===== src/rtl/craps_roll_ctrl.sv =====
`default_nettype none
// ============================================================================
// Module   : craps_roll_ctrl
// Purpose  : Dice-roll controller for the craps outcome logic. It generates
//            two dice from an LFSR or from forced values and presents their
//            sum. It then samples the returned outcome code, tracks the point
//            and keeps saturating win/loss tallies.
// Revision : 1.0 - initial release
// ============================================================================
module craps_roll_ctrl #(
   parameter logic [15:0] SEED  = 16'hACE1,
   parameter int          CNT_W = 8
) (
   input  logic             clk,
   input  logic             reset,
   input  logic             roll,
   input  logic             force_en,
   input  logic [2:0]       force_d1,
   input  logic [2:0]       force_d2,
   input  logic [1:0]       op,
   output logic [2:0]       die1,
   output logic [2:0]       die2,
   output logic [3:0]       sum,
   output logic [3:0]       point,
   output logic             sum_valid,
   output logic             game_clr,
   output logic             busy,
   output logic             round_done,
   output logic             round_win,
   output logic [CNT_W-1:0] wins,
   output logic [CNT_W-1:0] losses
);

   typedef enum logic [2:0] {
      IDLE    = 3'd0,
      GEN     = 3'd1,
      PRESENT = 3'd2,
      EVAL    = 3'd3,
      UPDATE  = 3'd4
   } state_t;

   localparam logic [1:0]       OP_REROLL = 2'b01;
   localparam logic [1:0]       OP_WIN    = 2'b10;
   localparam logic [1:0]       OP_LOSE   = 2'b11;
   localparam logic [CNT_W-1:0] CNT_ONE   = {{(CNT_W-1){1'b0}}, 1'b1};
   localparam logic [CNT_W-1:0] CNT_MAX   = {CNT_W{1'b1}};

   state_t           state_q, state_d;
   logic [15:0]      lfsr_q, lfsr_d;
   logic             f_en_q, f_en_d;
   logic [2:0]       f_d1_q, f_d1_d;
   logic [2:0]       f_d2_q, f_d2_d;
   logic [2:0]       die1_q, die1_d;
   logic [2:0]       die2_q, die2_d;
   logic [3:0]       sum_q, sum_d;
   logic [3:0]       point_q, point_d;
   logic [1:0]       res_q, res_d;
   logic             round_win_q, round_win_d;
   logic [CNT_W-1:0] wins_q, wins_d;
   logic [CNT_W-1:0] losses_q, losses_d;

   logic [2:0]       cand1, cand2;
   logic             cand_ok;

   // LFSR free-runs every cycle; taps 16,14,13,11 (x^16+x^14+x^13+x^11+1)
   always_comb begin
      lfsr_d = {lfsr_q[14:0], lfsr_q[15] ^ lfsr_q[13] ^ lfsr_q[12] ^ lfsr_q[10]};
   end

   // Candidate dice for this cycle: forced values win, else LFSR bits that
   // must both fall in 1..6 to be accepted
   always_comb begin
      cand1   = lfsr_q[2:0];
      cand2   = lfsr_q[5:3];
      cand_ok = 1'b0;
      if (f_en_q) begin
         cand1   = f_d1_q;
         cand2   = f_d2_q;
         cand_ok = 1'b1;
      end else begin
         cand_ok = (cand1 != 3'd0) && (cand1 != 3'd7) &&
                   (cand2 != 3'd0) && (cand2 != 3'd7);
      end
   end

   // Next-state and datapath updates for the roll sequence
   always_comb begin
      state_d     = state_q;
      f_en_d      = f_en_q;
      f_d1_d      = f_d1_q;
      f_d2_d      = f_d2_q;
      die1_d      = die1_q;
      die2_d      = die2_q;
      sum_d       = sum_q;
      point_d     = point_q;
      res_d       = res_q;
      round_win_d = round_win_q;
      wins_d      = wins_q;
      losses_d    = losses_q;

      case (state_q)
         IDLE: begin
            if (roll) begin
               f_en_d  = force_en;
               f_d1_d  = force_d1;
               f_d2_d  = force_d2;
               state_d = GEN;
            end
         end
         GEN: begin
            if (cand_ok) begin
               die1_d  = cand1;
               die2_d  = cand2;
               sum_d   = {1'b0, cand1} + {1'b0, cand2};
               state_d = PRESENT;
            end
         end
         PRESENT: begin
            state_d = EVAL;
         end
         EVAL: begin
            res_d   = op;
            state_d = UPDATE;
         end
         UPDATE: begin
            case (res_q)
               OP_REROLL: begin
                  if (point_q == 4'd0) begin
                     point_d = sum_q;
                  end
               end
               OP_WIN: begin
                  if (wins_q != CNT_MAX) begin
                     wins_d = wins_q + CNT_ONE;
                  end
                  round_win_d = 1'b1;
                  point_d     = 4'd0;
               end
               OP_LOSE: begin
                  if (losses_q != CNT_MAX) begin
                     losses_d = losses_q + CNT_ONE;
                  end
                  round_win_d = 1'b0;
                  point_d     = 4'd0;
               end
               default: begin
                  // init code here is a protocol error from the outcome logic
               end
            endcase
            state_d = IDLE;
         end
         default: begin
            state_d = IDLE;
         end
      endcase
   end

   // State and datapath registers with synchronous reset
   always_ff @(posedge clk) begin
      if (reset) begin
         state_q     <= IDLE;
         lfsr_q      <= SEED;
         f_en_q      <= 1'b0;
         f_d1_q      <= 3'd0;
         f_d2_q      <= 3'd0;
         die1_q      <= 3'd0;
         die2_q      <= 3'd0;
         sum_q       <= 4'd0;
         point_q     <= 4'd0;
         res_q       <= 2'b00;
         round_win_q <= 1'b0;
         wins_q      <= {CNT_W{1'b0}};
         losses_q    <= {CNT_W{1'b0}};
      end else begin
         state_q     <= state_d;
         lfsr_q      <= lfsr_d;
         f_en_q      <= f_en_d;
         f_d1_q      <= f_d1_d;
         f_d2_q      <= f_d2_d;
         die1_q      <= die1_d;
         die2_q      <= die2_d;
         sum_q       <= sum_d;
         point_q     <= point_d;
         res_q       <= res_d;
         round_win_q <= round_win_d;
         wins_q      <= wins_d;
         losses_q    <= losses_d;
      end
   end

   // Pulses decode directly from state so they last exactly one cycle
   always_comb begin
      sum_valid  = (state_q == PRESENT);
      busy       = (state_q != IDLE);
      round_done = (state_q == UPDATE) && res_q[1];
      game_clr   = (state_q == UPDATE) && res_q[1];
   end

   assign die1      = die1_q;
   assign die2      = die2_q;
   assign sum       = sum_q;
   assign point     = point_q;
   assign round_win = round_win_q;
   assign wins      = wins_q;
   assign losses    = losses_q;

endmodule
`default_nettype wire


===== config.mk =====
export PLATFORM = sky130hd
export DESIGN_NAME = craps_roll_ctrl
export DESIGN_NICKNAME = d
export VERILOG_FILES = /design/src/rtl/craps_roll_ctrl.sv
export SDC_FILE = /design/constraint.sdc
export NUM_CORES = 1
export LEC_CHECK = 0
export ABC_AREA = 1
export BUFFER_PORTS_ARGS = -buffer_cell sky130_fd_sc_hd__buf_2
export CAP_MARGIN = 20
export CORE_MARGIN = 2
export CORE_UTILIZATION = 35
export DETAILED_ROUTE_END_ITERATION = 8
export RECOVER_POWER = 50
export SYNTH_ARGS = -nofsm -noshare
export SYNTH_HDL_FRONTEND = slang
export SYNTH_SLANG_ARGS = --single-unit

===== constraint.sdc =====
create_clock -name clk -period 3.5 [get_ports clk]
set_input_delay 0.35 -clock clk [delete_from_list [all_inputs] [get_ports clk]]
set_output_delay 0.35 -clock clk [all_outputs]
set_load 0.05 [all_outputs]

==> results.md <==
- Status: completed
- CTS tree: yes
- Gate Count Post-Synth: between 300 and 400
- Hold_sp: force_d2[1]
- Met2 GRT Util: 23.2%
- Slew of the pin with the lowest slew margin: between 1 and 1.5 ns
- GRT Residual Overflow: 0
- Num rows: 31
- Max-cap violations: 0
- H-tree depth: 3
- R2R depth: 9
- Filler instances: just over 800
- R2r setup slk: between 1.5 and 2 ns
- GRT busiest layer: met2
- Via/cell ratio: 4.54
- DRT Pass-1 Iters: 4
- Post_cts resized: 0
- DR WL/cell: between 10 and 15 um
- Initial Utilization: between 30% and 40%
- Clock Sinks: 59
- Port bufs: 46
- Worst-skew pair later-pin latency: roughly 0.34 ns
- Hold endpoint: f_d2_q[1]$_SDFFE_PP0P_
- Crit Path Max Fanout: 31
- Hpwl dp: approximately 3800 um
- GR Layer Usage met3: under 10%
- Final Hold Viols: 0
- GP Congestion: approximately 0.77
- Io pins: 47
- Cell Pwr Density: around 510 nW/um^2
- Initial drt markers: 94
- Core area: 7370 um^2
- Fin area: approximately 3100 um^2
- Most common cell after layout, fill and taps aside: nand2_1
- Total track usage: between 10 and 15%
- Register area: about 1200 um^2
- Fin nets: between 400 and 500
- Largest net degree at the start of global routing: 32
- Sequential-to-total area share from yosys stat: between 40% and 50%
- Crit Reg-Reg Endpoint: sum[2]$_SDFFE_PP0P_
- Final Worst Setup Slack: 1.16 ns
- Inst Count DP: between 400 and 500
- Layout cells sized above 1: 11.7%
- Distinct cells, synth: 27
- Post-DP Area: approximately 3000 um^2
- Unrepaired setup endpoints after global routing: false
- Mean Syn Cell Area: roughly 7.4 um^2
- DRT antenna net count: 0
- Startpoint type of the worst setup path: input pin
- Setup tns final: 0 ns
- Leakage dissipation: roughly 1.4 nW
- Post-Syn Area: roughly 2700 um^2
- Flops & latches, synth: 59
- Clock Skew: ~0.0074 ns
- Crit end category: flip-flop
- Max Root-Sink Buffers: 2
- Clk root buf: clkbuf_8
- Multi-input logic area: 1260 um^2
- RR Startpoint: f_en_q$_SDFFE_PP0P_
- Die H: 91.7 um
- Max_slew headroom: between 10% and 20%
- Tot Pwr: about 1.6 mW
- Post-CTS Setup Bufs: 0
- Fin crit share: 67.0%
- # setup viols final: 0
- # DRC: 0
- N_diodes: 0
- Commonest non-fill, non-tap cells in the layout: 74 x nand2_1, 59 x dfxtp_1, 49 x inv_1
- CP Class: in -> reg
- Hold crit path type: in -> reg
- Die width: about 92 um
- Final std cells w/o fill: around 500
- Worst VDD drop: between 0.3 and 0.4 mV
- Fmax: 427 MHz
- Syn-to-layout area delta: 16.5%
- Wire length of the first global-routing pass: 9610 um
- Die ar.: around 8400 um^2
- WP data arrival: between 2 and 3 ns
- Met1 Track Usage GR: 17.4%
- Required time of the critical path: around 3.7 ns
- Post-layout min period: ~2.3 ns
- TritonCTS buffer count: 9
- Routed wire length: roughly 5400 um
- DP Worst Slack: 1.63 ns
- Routed via count: approximately 2300
- # hold bufs at CTS: 0
- Vias in the first global route: ~2100
- Syn nets: ~380
- Yosys warning count: 0
- Max Slew Vio Count: 0
- Initial antenna violation count: 0
- Hold path cells: 3
- Clock transition at path regs: ~0.06 ns
synthesized netlist by cell type:
| library cell | instances | area, um^2 |
|---|---|---|
| nand4_1 | 3 | 18.8 |
| nand3_2 | 1 | 10.0 |
| nand2_4 | 2 | 22.5 |
| o21ai_0 | 24 | 120 |
| or2_2 | 7 | 43.8 |
| clkinv_1 | 1 | 3.75 |
| a21o_1 | 1 | 7.51 |
| nand2_1 | 74 | 278 |
| o21ai_1 | 1 | 5.00 |
| nand3b_1 | 2 | 15.0 |
| nor2_8 | 3 | 60.1 |
| o211ai_1 | 2 | 15.0 |
| inv_1 | 48 | 180 |
| dfxtp_1 | 59 | 1180 |
| nand3_4 | 1 | 17.5 |
| o22ai_1 | 1 | 6.26 |
| a21oi_1 | 39 | 195 |
| buf_2 | 5 | 25.0 |
| fa_1 | 1 | 20.0 |
| ha_1 | 5 | 62.6 |
| inv_2 | 2 | 7.51 |
| nand3_1 | 20 | 100 |
| xor2_1 | 5 | 43.8 |
| nor2_1 | 41 | 154 |
| clkbuf_1 | 6 | 22.5 |
| xnor2_1 | 8 | 70.1 |
| buf_4 | 1 | 7.51 |
registers in the layout (all words and copies together) (netlist names):
signal,count
die1,3
die2,3
f_d1_q,3
f_d2_q,3
f_en_q,1
lfsr_q,16
losses,8
point,4
res_q,2
round_win,1
state_q,3
sum,4
wins,8
routing by layer:
metal  routed length (um)  up-vias  part of all wire [%]
met3                  193       11                   3.6
met2                 2490       40                    46
met5                    0        -                     0
met4                  142        0                   2.6
li1                     -     1232                     -
met1                 2610     1039                    48
final cells by class:
cell class | count | share of cell area, %
Clock inverter | 2 | 0.319
Timing Repair Buffer | 46 | 6.26
Inverter | 51 | 6.10
Multi-Input combinational cell | 241 | 40.3
Sequential cell | 59 | 37.7
Clock buffer | 13 | 5.38
Tap cell | 99 | 3.95
logic make-up after synthesis:
logic type               share of synthesized area (%)
AND/OR/NAND/NOR                                   26.7
AO/OA/AOI/OAI                                     13.0
buffers and inverters                             9.15
adder cells (fa/ha/maj)                           3.07
flip-flops                                        43.9
XOR/XNOR                                          4.23
critical path, stage by stage:
cell      delay [ns]
clkbuf_1        0.93
inv_1           0.74
nand2_1         0.28
inv_1           0.08
o21ai_0         0.10
nor2_1          0.06
power by group:
part	leakage, nW	internal [mW]	total [mW]	switching [mW]
registers	0.483	0.716	0.744	0.0278
clock network	0.0953	0.309	0.565	0.256
logic	0.865	0.0841	0.291	0.207
total	1.44	1.11	1.60	0.491
through the flow:
stage / hold slack (ns) / utilization, %
detailed placement: 0.398 / 40.6
floorplan: 0.388 / -
global route: 0.323 / 42.6
global placement: 0.390 / 40.6
finish: 0.293 / 42.6
CTS: 0.276 / 43.0
worst max-delay path by stage:
stage / from / cells after the start / endpoint / slack [ns]
finish: reset / 6 / point[3]$_SDFFE_PP0P_ / 1.16
global route: reset / 6 / point[3]$_SDFFE_PP0P_ / 0.82
CTS: f_en_q$_SDFFE_PP0P_ / 9 / sum[2]$_SDFFE_PP0P_ / 1.63
detailed placement: f_en_q$_SDFFE_PP0P_ / 9 / sum[2]$_SDFFE_PP0P_ / 1.63
global placement: f_en_q$_SDFFE_PP0P_ / 9 / sum[2]$_SDFFE_PP0P_ / 1.69
floorplan: f_en_q$_SDFFE_PP0P_ / 10 / sum[2]$_SDFFE_PP0P_ / 1.67
Power figures use the tool's default switching activity.
